### src/rtl/ball_ctrl.sv
// ---------------------------------------------------------------------------
// ball_ctrl -- ball motion and rally state machine for the pong game.
//
// Consumes collision flags computed from the current ball centre and, once
// per frame strobe, produces the next ball centre. Also owns the serve
// delay, point scoring and game-over handling.
//
// Optional feature macro: BALL_SPEEDUP_EN
//   When defined, each paddle hit speeds the ball up by one pixel per frame
//   (saturating) and every point restores the base SPEED.
//
// Ports:
//   clk        in   pixel clock
//   rst        in   synchronous active-high reset
//   frame      in   one-cycle strobe per frame (start of vertical blank)
//   start      in   leaves IDLE or OVER
//   coll_h     in   ball touches left or right screen edge
//   coll_v     in   ball touches top or bottom screen edge
//   hit_l      in   ball overlaps left paddle
//   hit_r      in   ball overlaps right paddle
//   bx         out  ball centre x (10 bits)
//   by         out  ball centre y (9 bits)
//   score_l    out  left player score
//   score_r    out  right player score
//   point_l    out  one-cycle pulse, left player scored
//   point_r    out  one-cycle pulse, right player scored
//   game_over  out  high while in OVER
// ---------------------------------------------------------------------------
module ball_ctrl #(
    parameter int S_WIDTH      = 640,
    parameter int S_HEIGHT     = 480,
    parameter int SPEED        = 2,
    parameter int SERVE_FRAMES = 60,
    parameter int MAX_SCORE    = 9
`ifdef BALL_SPEEDUP_EN
    ,
    parameter int BALL_HALF    = 8
`endif
) (
    input  logic       clk,
    input  logic       rst,
    input  logic       frame,
    input  logic       start,
    input  logic       coll_h,
    input  logic       coll_v,
    input  logic       hit_l,
    input  logic       hit_r,
    output logic [9:0] bx,
    output logic [8:0] by,
    output logic [3:0] score_l,
    output logic [3:0] score_r,
    output logic       point_l,
    output logic       point_r,
    output logic       game_over
);

    localparam int CNT_W = $clog2(SERVE_FRAMES + 1);

    localparam logic [9:0]       CX       = 10'(S_WIDTH / 2);
    localparam logic [8:0]       CY       = 9'(S_HEIGHT / 2);
    localparam logic [CNT_W-1:0] CNT_LAST = CNT_W'(SERVE_FRAMES - 1);
    localparam logic [3:0]       MAX_SC   = 4'(MAX_SCORE);
    localparam logic [2:0]       BASE_STEP = 3'(SPEED);

    typedef enum logic [1:0] {
        ST_IDLE  = 2'd0,
        ST_SERVE = 2'd1,
        ST_PLAY  = 2'd2,
        ST_OVER  = 2'd3
    } state_t;

    state_t           state_r, state_s;
    logic [9:0]       bx_r, bx_s;
    logic [8:0]       by_r, by_s;
    logic [3:0]       score_l_r, score_l_s;
    logic [3:0]       score_r_r, score_r_s;
    logic             point_l_r, point_l_s;
    logic             point_r_r, point_r_s;
    logic             game_over_r, game_over_s;
    logic             dir_x_r, dir_x_s;   // 1 = moving right
    logic             dir_y_r, dir_y_s;   // 1 = moving down
    logic [CNT_W-1:0] cnt_r, cnt_s;
    logic [2:0]       step_s;             // step used for this frame's move

`ifdef BALL_SPEEDUP_EN
    // Largest step that stays below the ball half-size, capped by 3 bits.
    localparam logic [2:0] STEP_MAX = 3'(((BALL_HALF - 1) < 7) ? (BALL_HALF - 1) : 7);
    logic [2:0] step_r, step_next_s;
`endif

    // Next-state and next-output computation for the rally FSM.
    always_comb begin
        state_s     = state_r;
        bx_s        = bx_r;
        by_s        = by_r;
        score_l_s   = score_l_r;
        score_r_s   = score_r_r;
        point_l_s   = 1'b0;
        point_r_s   = 1'b0;
        game_over_s = game_over_r;
        dir_x_s     = dir_x_r;
        dir_y_s     = dir_y_r;
        cnt_s       = cnt_r;
`ifdef BALL_SPEEDUP_EN
        step_next_s = step_r;
`endif
        step_s      = BASE_STEP;

        case (state_r)
            ST_IDLE, ST_OVER: begin
                // A frame on the same edge as start does not count toward the serve.
                if (start) begin
                    state_s     = ST_SERVE;
                    cnt_s       = {CNT_W{1'b0}};
                    score_l_s   = 4'd0;
                    score_r_s   = 4'd0;
                    game_over_s = 1'b0;
                end else begin
                    state_s = state_r;
                end
            end
            ST_SERVE: begin
                if (frame) begin
                    if (cnt_r == CNT_LAST) begin
                        state_s = ST_PLAY;
                        cnt_s   = {CNT_W{1'b0}};
                    end else begin
                        cnt_s = cnt_r + {{(CNT_W-1){1'b0}}, 1'b1};
                    end
                end else begin
                    cnt_s = cnt_r;
                end
            end
            ST_PLAY: begin
                if (frame) begin
                    // Paddle hits force direction away from the paddle; both
                    // at once leave it alone.
                    if (hit_l && !hit_r) begin
                        dir_x_s = 1'b1;
                    end else if (hit_r && !hit_l) begin
                        dir_x_s = 1'b0;
                    end else begin
                        dir_x_s = dir_x_r;
                    end

                    if (coll_v) begin
                        dir_y_s = (by_r < CY) ? 1'b1 : 1'b0;
                    end else begin
                        dir_y_s = dir_y_r;
                    end

`ifdef BALL_SPEEDUP_EN
                    if (hit_l || hit_r) begin
                        step_next_s = (step_r < STEP_MAX) ? (step_r + 3'd1) : step_r;
                    end else begin
                        step_next_s = step_r;
                    end
                    step_s = step_next_s;
`endif

                    if (!(hit_l || hit_r) && coll_h) begin
                        // Point: serve goes toward the player who conceded.
                        if (bx_r < CX) begin
                            score_r_s = (score_r_r < MAX_SC) ? (score_r_r + 4'd1) : score_r_r;
                            point_r_s = 1'b1;
                            dir_x_s   = 1'b0;
                        end else begin
                            score_l_s = (score_l_r < MAX_SC) ? (score_l_r + 4'd1) : score_l_r;
                            point_l_s = 1'b1;
                            dir_x_s   = 1'b1;
                        end
                        bx_s  = CX;
                        by_s  = CY;
                        cnt_s = {CNT_W{1'b0}};
`ifdef BALL_SPEEDUP_EN
                        step_next_s = BASE_STEP;
`endif
                        if ((score_l_s == MAX_SC) || (score_r_s == MAX_SC)) begin
                            state_s     = ST_OVER;
                            game_over_s = 1'b1;
                        end else begin
                            state_s = ST_SERVE;
                        end
                    end else begin
                        bx_s = dir_x_s ? (bx_r + {7'd0, step_s}) : (bx_r - {7'd0, step_s});
                        by_s = dir_y_s ? (by_r + {6'd0, step_s}) : (by_r - {6'd0, step_s});
                    end
                end else begin
                    state_s = state_r;
                end
            end
            default: begin
                state_s = ST_IDLE;
            end
        endcase
    end

    // State and datapath registers with synchronous reset.
    always_ff @(posedge clk) begin
        if (rst) begin
            state_r     <= ST_IDLE;
            bx_r        <= CX;
            by_r        <= CY;
            score_l_r   <= 4'd0;
            score_r_r   <= 4'd0;
            point_l_r   <= 1'b0;
            point_r_r   <= 1'b0;
            game_over_r <= 1'b0;
            dir_x_r     <= 1'b1;
            dir_y_r     <= 1'b1;
            cnt_r       <= {CNT_W{1'b0}};
        end else begin
            state_r     <= state_s;
            bx_r        <= bx_s;
            by_r        <= by_s;
            score_l_r   <= score_l_s;
            score_r_r   <= score_r_s;
            point_l_r   <= point_l_s;
            point_r_r   <= point_r_s;
            game_over_r <= game_over_s;
            dir_x_r     <= dir_x_s;
            dir_y_r     <= dir_y_s;
            cnt_r       <= cnt_s;
        end
    end

`ifdef BALL_SPEEDUP_EN
    // Per-rally step register for the speed-up feature.
    always_ff @(posedge clk) begin
        if (rst) begin
            step_r <= BASE_STEP;
        end else begin
            step_r <= step_next_s;
        end
    end
`endif

    assign bx        = bx_r;
    assign by        = by_r;
    assign score_l   = score_l_r;
    assign score_r   = score_r_r;
    assign point_l   = point_l_r;
    assign point_r   = point_r_r;
    assign game_over = game_over_r;

endmodule

### config.mk
export PLATFORM = sky130hd
export DESIGN_NAME = ball_ctrl
export DESIGN_NICKNAME = d
export VERILOG_FILES = /design/src/rtl/ball_ctrl.sv
export SDC_FILE = /design/constraint.sdc
export NUM_CORES = 1
export LEC_CHECK = 0
export CAP_MARGIN = 10
export CORE_MARGIN = 5
export CORE_UTILIZATION = 59
export CTS_CLUSTER_SIZE = 16
export DETAILED_ROUTE_END_ITERATION = 12
export PLACE_DENSITY = 0.86
export SYNTH_ARGS = -nofsm -noshare
export SYNTH_HDL_FRONTEND = slang
export SYNTH_SLANG_ARGS = --single-unit
### constraint.sdc
create_clock -name clk -period 3.9 [get_ports clk]
set_clock_uncertainty 0.05 [all_clocks]
set_input_delay 0.78 -clock clk [delete_from_list [all_inputs] [get_ports clk]]
set_output_delay 0.78 -clock clk [all_outputs]
set_load 0.02 [all_outputs]
## Word level (Yosys, flattened, before mapping)

Index checks and enable logic that the tools add are counted.
Widths: inputs -> output; s select.

| cells by class | value |
|---|---|
| $add $sub $neg | 7 |
| $mul | 0 |
| divide/modulo/power cells | 0 |
| $lt $le $gt $ge | 4 |
| equality and inequality tests | 12 |
| shifts and indexed selects | 0 |
| multiplexer cells | 50 |
| bitwise logic cells | 3 |
| reductions and logical operators | 17 |

Operators by type and width:

| kind | number |
|---|---|
| $mux 4 | 15 |
| $mux 6 | 5 |
| $mux 10 | 2 |
| $mux 9 | 2 |
| $pmux 6 s3 | 1 |
| $pmux 4 s2 | 2 |
| $mux 1 | 15 |
| $mux 2 | 6 |
| $ne 2x2->1 const B | 6 |
| $add 10x2->10 const B | 1 |
| $lt 10x9->1 const B | 1 |
| $reduce_and 5->1 | 2 |
| $sub 10x2->10 const B | 1 |
| $add 9x2->9 const B | 1 |
| $lt 9x8->1 const B | 1 |
| $sub 9x2->9 const B | 1 |
| $add 4x1->4 const B | 2 |
| $eq 4x4->1 const B | 2 |
| $lt 4x4->1 const B | 2 |
| $reduce_and 4->1 | 2 |
| $add 6x1->6 const B | 1 |
| $eq 6x6->1 const B | 1 |
| $pmux 2 s3 | 1 |
| $eq 2x2->1 const B | 2 |
| 11 further kinds | 18 |

| word-level totals | value |
|---|---|
| register bits | 40 |
| bits in latches | 0 |
| bits in writable memories | 0 |
| ROM bits | 0 |
| input bits | 8 |
| output and inout port bits | 30 |
| logic and storage cells | 104 |
| memories | 0 |

## Logic depth before layout (Yosys ltp)

| depth | value |
|---|---|
| depth in word-level cells | 12 |
| depth in mapped cells | 9 |
| gate-level depth less buffers | 9 |

## Worst setup path after synthesis

No wires, ideal clock.

| timing | value |
|---|---|
| path type | input -> register |
| start | input coll_v |
| end | register by_r[8] (netlist: by[8]) |
| library setup time | 0.132 ns |
| arrival | 2.704 ns |
| required time | 3.718 ns |
| slack | 1.014 ns |
| cell stages on the path | 8 |
| path buffers | 0 |
| path through | nor2b_1 > a31oi_1 > ha_1 > a21o_1 > a211o_1 > a2111oi_1 > or4_1 > o311ai_1 |

| on the way | value |
|---|---|
| longest elaborated chain between the ends | 5 |

RTL lines:

| what | line | RTL |
|---|---|---|
| start: declaration | 45 | `input logic coll_v,` |
| $mux 1 | 146 | `if (coll_v) begin` |
| $mux 1 | 135 | `if (frame) begin` |
| $mux 1 | 109 | `case (state_r)` |
| $mux 9 | 186 | `by_s = dir_y_s ? (by_r + {6'd0, step_s}) : (by_r - {6'd0, step_s});` |
| $mux 9 | 161 | `if (!(hit_l \|\| hit_r) && coll_h) begin` |
| end signal: assignment | 215 | `by_r <= by_s;` |
| end: declaration | 74 | `logic [8:0] by_r, by_s;` |

No other way between the ends. The select of a mux whose other input is x is not followed.
A chain may end at the register's enable or synchronous reset.

## Worst setup path after layout

| timing | value |
|---|---|
| start | input hit_l |
| end | register bx_r[7] (netlist: bx[7]) |

| on the way | value |
|---|---|
| longest elaborated chain between the ends | 8 |
| elaborated cells between the ends (all ways) | 12 |
| those cells by class | mux: 6; reduce/logical: 6 |

RTL lines:

| what | line | RTL |
|---|---|---|
| start: declaration | 46 | `input logic hit_l,` |
| $logic_not 1->1 | 140 | `end else if (hit_r && !hit_l) begin` |
| $logic_and 1x1->1 | 140 |  |
| $mux 1 | 140 |  |
| $mux 1 | 138 | `if (hit_l && !hit_r) begin` |
| $mux 1 | 135 |  |
| $mux 1 | 109 |  |
| $mux 10 | 185 | `bx_s = dir_x_s ? (bx_r + {7'd0, step_s}) : (bx_r - {7'd0, step_s});` |
| $mux 10 (*) | 161 |  |
| end signal: assignment | 214 | `bx_r <= bx_s;` |
| end: declaration | 73 | `logic [9:0] bx_r, bx_s;` |

Mark *: on every way between the ends. The rest lies on a longest branch, timed or not. The select of a mux whose other input is x is not followed.

==> summary.md <==
| Metric | Value |
|---|---|
| Yosys warns | `0` |
| TritonCTS Buffers | `5` |
| Final Hold Viols | `0` |
| Top post-synthesis cells by count | `dfxtp_1, nor2_1, a21oi_1` |
| Initial antenna violation count | `0` |
| Worst hold path endpoint | `dir_y_r` |
| GRT Util Overall | `22.5%` |
| Distinct cell type count of the synthesized netlist | `62` |
| Ant. Diodes | `0` |
| Port Buf Inserts | `35` |
| Post-CTS Repair Setup Buffers | `0` |
| Pin count of the biggest net entering global routing | `41` |
| Highest routed layer | `met4` |
| Area of the mapped netlist | `0.00252 mm2` |
| CTS tree | `done` |
| Async S/R FF share, synth | `0%` |
| DPL Wire Length | `4.39 mm` |
| Final min period | `~3.1 ns` |
| IO Pins | `38` |
| WL met3 | `309 um` |
| Top post-synthesis cells by area | `dfxtp_1, ha_1, nor2_1` |
| H-Tree Depth | `2` |
| Core Rows | `23` |
| Cell count of the worst reg-to-reg path | `8` |
| Critical path data required time | `between 4 and 5 ns` |
| Met2 wire len | `between 2 and 3 mm` |
| Most frequent cell after synthesis | `dfxtp_1` |
| F_max | `about 320 MHz` |
| Clk root buf | `clkbuf_8` |
| Setup TNS Final | `0 ns` |
| Total gr overflow | `0` |
| Wire per inst | `between 15 and 20 um` |
| Post-route ant nets | `0` |
| Post-CTS resize count | `0` |
| Leading area contributor after synthesis | `dfxtp_1` |
| Final Power | `about 0.00095 W` |
| Part of the Yosys area used for sequential elements | `between 30% and 40%` |
| Clock Latency Late Sink | `about 0.3 ns` |
| Power Density | `about 310 mW/mm2` |
| WP data arrival | `between 3 and 4 ns` |
| Final Non-Filler Cells | `386` |
| Critical Path Fanout Max | `10` |
| Top FF cell, synth | `dfxtp_1` |
| Final period utilization | `between 70 and 80%` |
| Placed insts | `~380` |
| First-pass GRT wire length | `10.0 mm` |
| Placer Congestion | `a little over 0.9` |
| Die span in x | `75.4 um` |
| Post-synth EDFFs | `0` |
| Leak | `between 1 and 1.5 nW` |
| Synthesized netlist cell count | `approximately 300` |
| Max Cap Viol | `0` |
| PnR worst setup slack | `~0.80 ns` |
| Post-synth top area share | `30.2%` |
| Hold_buf cts | `0` |
| Worst-Margin Slew | `between 0.6 and 0.7 ns` |
| Via density | `slightly above 6` |
| Final Util | `73.6%` |
| Core area | `0.00409 mm2` |
| Die ar. | `~0.0057 mm2` |
| Number of synthesized register bits | `38` |
| Reg-to-reg slack, setup | `around 1.4 ns` |
| Headroom to the max-slew limit | `approximately 60%` |
| Register Area | `between 700 and 800 um2` |
| Die Ht | `75.4 um` |
| HP Class | `flip-flop to flip-flop` |
| Startpoint Class | `input port` |
| Via count | `about 2,400` |
| Drt first pass iters | `4` |
| RSZ-0062 raised after global routing | `no` |
| Vias in the first global route | `~2,300` |
| HP Start | `dir_y_r` |
| Initial core utilization | `61.7%` |
| Setup crit end kind | `flip-flop` |
| CTS clock-pin slew for the worst setup and hold paths | `roughly 0.07 ns` |
| Total Wirelength | `roughly 5.8 mm` |
| Final Max Tran Viols | `0` |
| Final setup fails | `0` |
| WHS Path Cells | `1` |
| Footprint of the multi-input gates | `between 0.0015 and 0.002 mm2` |
| Fin nets | `approximately 370` |
| Status | `finished, final reports clean` |
| Layout cells sized above 1 | `6.25%` |
| Filler cell count | `approximately 320` |
| Placement Setup Slack | `0.508 ns` |
| Clock sink count | `38` |
| Maximum VDD drop | `0.000221 V` |
| M1 WL | `~2.5 mm` |
| R2R Path Start | `by[5]` |
| Mean Syn Cell Area | `8.38 um2` |
| Starting DRT DRC Count | `between 150 and 200` |
| Area Growth Syn to Fin | `19.3%` |
| Clk buf depth | `2` |
| Drc violations | `0` |
| R2r endpoint | `by[8]` |
| Crit path kind | `input port to flip-flop` |
[registers in the layout, indices dropped and copies added (netlist names)]
register,cells
bx,9
by,8
cnt_r,6
score_l,4
score_r,4
state_r,2
dir_x_r,1
dir_y_r,1
game_over,1
point_l,1
point_r,1
[power breakdown]
part	total, W	internal (W)	switching (W)
Combinational	0.000205	0.0000803	0.000125
Sequential	0.000412	0.000400	0.0000125
Clock	0.000328	0.000188	0.000140
Total	0.000946	0.000668	0.000277
[through the flow]
stage | area [um2] | hold WS (ns)
floorplan | 2530 | 0.377
global placement | 2900 | 0.393
detailed placement | 2900 | 0.423
CTS | 3010 | 0.433
global route | 3010 | 0.455
finish | 3010 | 0.432
[logic make-up after synthesis]
family          synth area share (%)
xor+xnor                        5.21
buf+inv                         4.22
compound gates                  23.1
mux                            0.893
other cells                    0.149
fa+ha+maj                       12.0
flops                           30.2
simple gates                    24.3
[final cells by class]
type | instances | share of cell area (%)
Multi-Input combinational cell | 239 | 55.1
Clock buffer | 5 | 2.29
Inverter | 14 | 1.75
Sequential cell | 38 | 25.3
Timing Repair Buffer | 37 | 12.1
Tap cell | 50 | 2.08
Clock inverter | 3 | 1.33
[per-layer routing]
| metal | GRT usage (%) | vias to the layer above |
|---|---|---|
| met5 | 0 | - |
| met4 | 10.7 | 0 |
| met3 | 3.96 | 18 |
| met2 | 38.8 | 59 |
| met1 | 27.1 | 1116 |
| li1 | - | 1168 |
[worst max path at each step]
stage | startpoint | to | slack [ns] | depth (start not counted)
after floorplan | coll_v | by[8] | 1.01 | 8
after global placement | hit_l | bx[7] | 0.59 | 10
after detailed placement | hit_l | bx[7] | 0.51 | 10
after CTS | hit_l | bx[7] | 0.82 | 10
after global routing | hit_l | bx[9] | 0.48 | 10
final | hit_l | bx[7] | 0.80 | 10
[critical path, cell delays in order]
cell	delay [ns]
clkdlybuf4s50_1	0.47
nand2b_1	0.17
a21o_1	0.21
inv_1	0.28
ha_1	0.34
a21oi_1	0.21
o211ai_1	0.17
or3_1	0.33
a32oi_1	0.20
nor2_1	0.06
[cells in the final DEF, fill, tap and decap left out, types with 3 or more instances in the layout]
master	n
a211o_1	4
a211oi_1	5
a21o_1	6
a21oi_1	23
a22oi_1	4
a32oi_1	3
and3_1	3
clkbuf_8	5
clkdlybuf4s50_1	35
dfxtp_1	38
ha_1	21
inv_1	14
nand2_1	18
nand2b_1	9
nand3_1	14
nand4_1	3
nor2_1	33
nor2b_1	5
o21ai_0	10
o21bai_1	3
o221ai_1	4
o22ai_1	3
o32a_1	3
or4_1	3
xnor2_1	5
xor2_1	10
No activity file was read; power rests on OpenSTA's default activity.
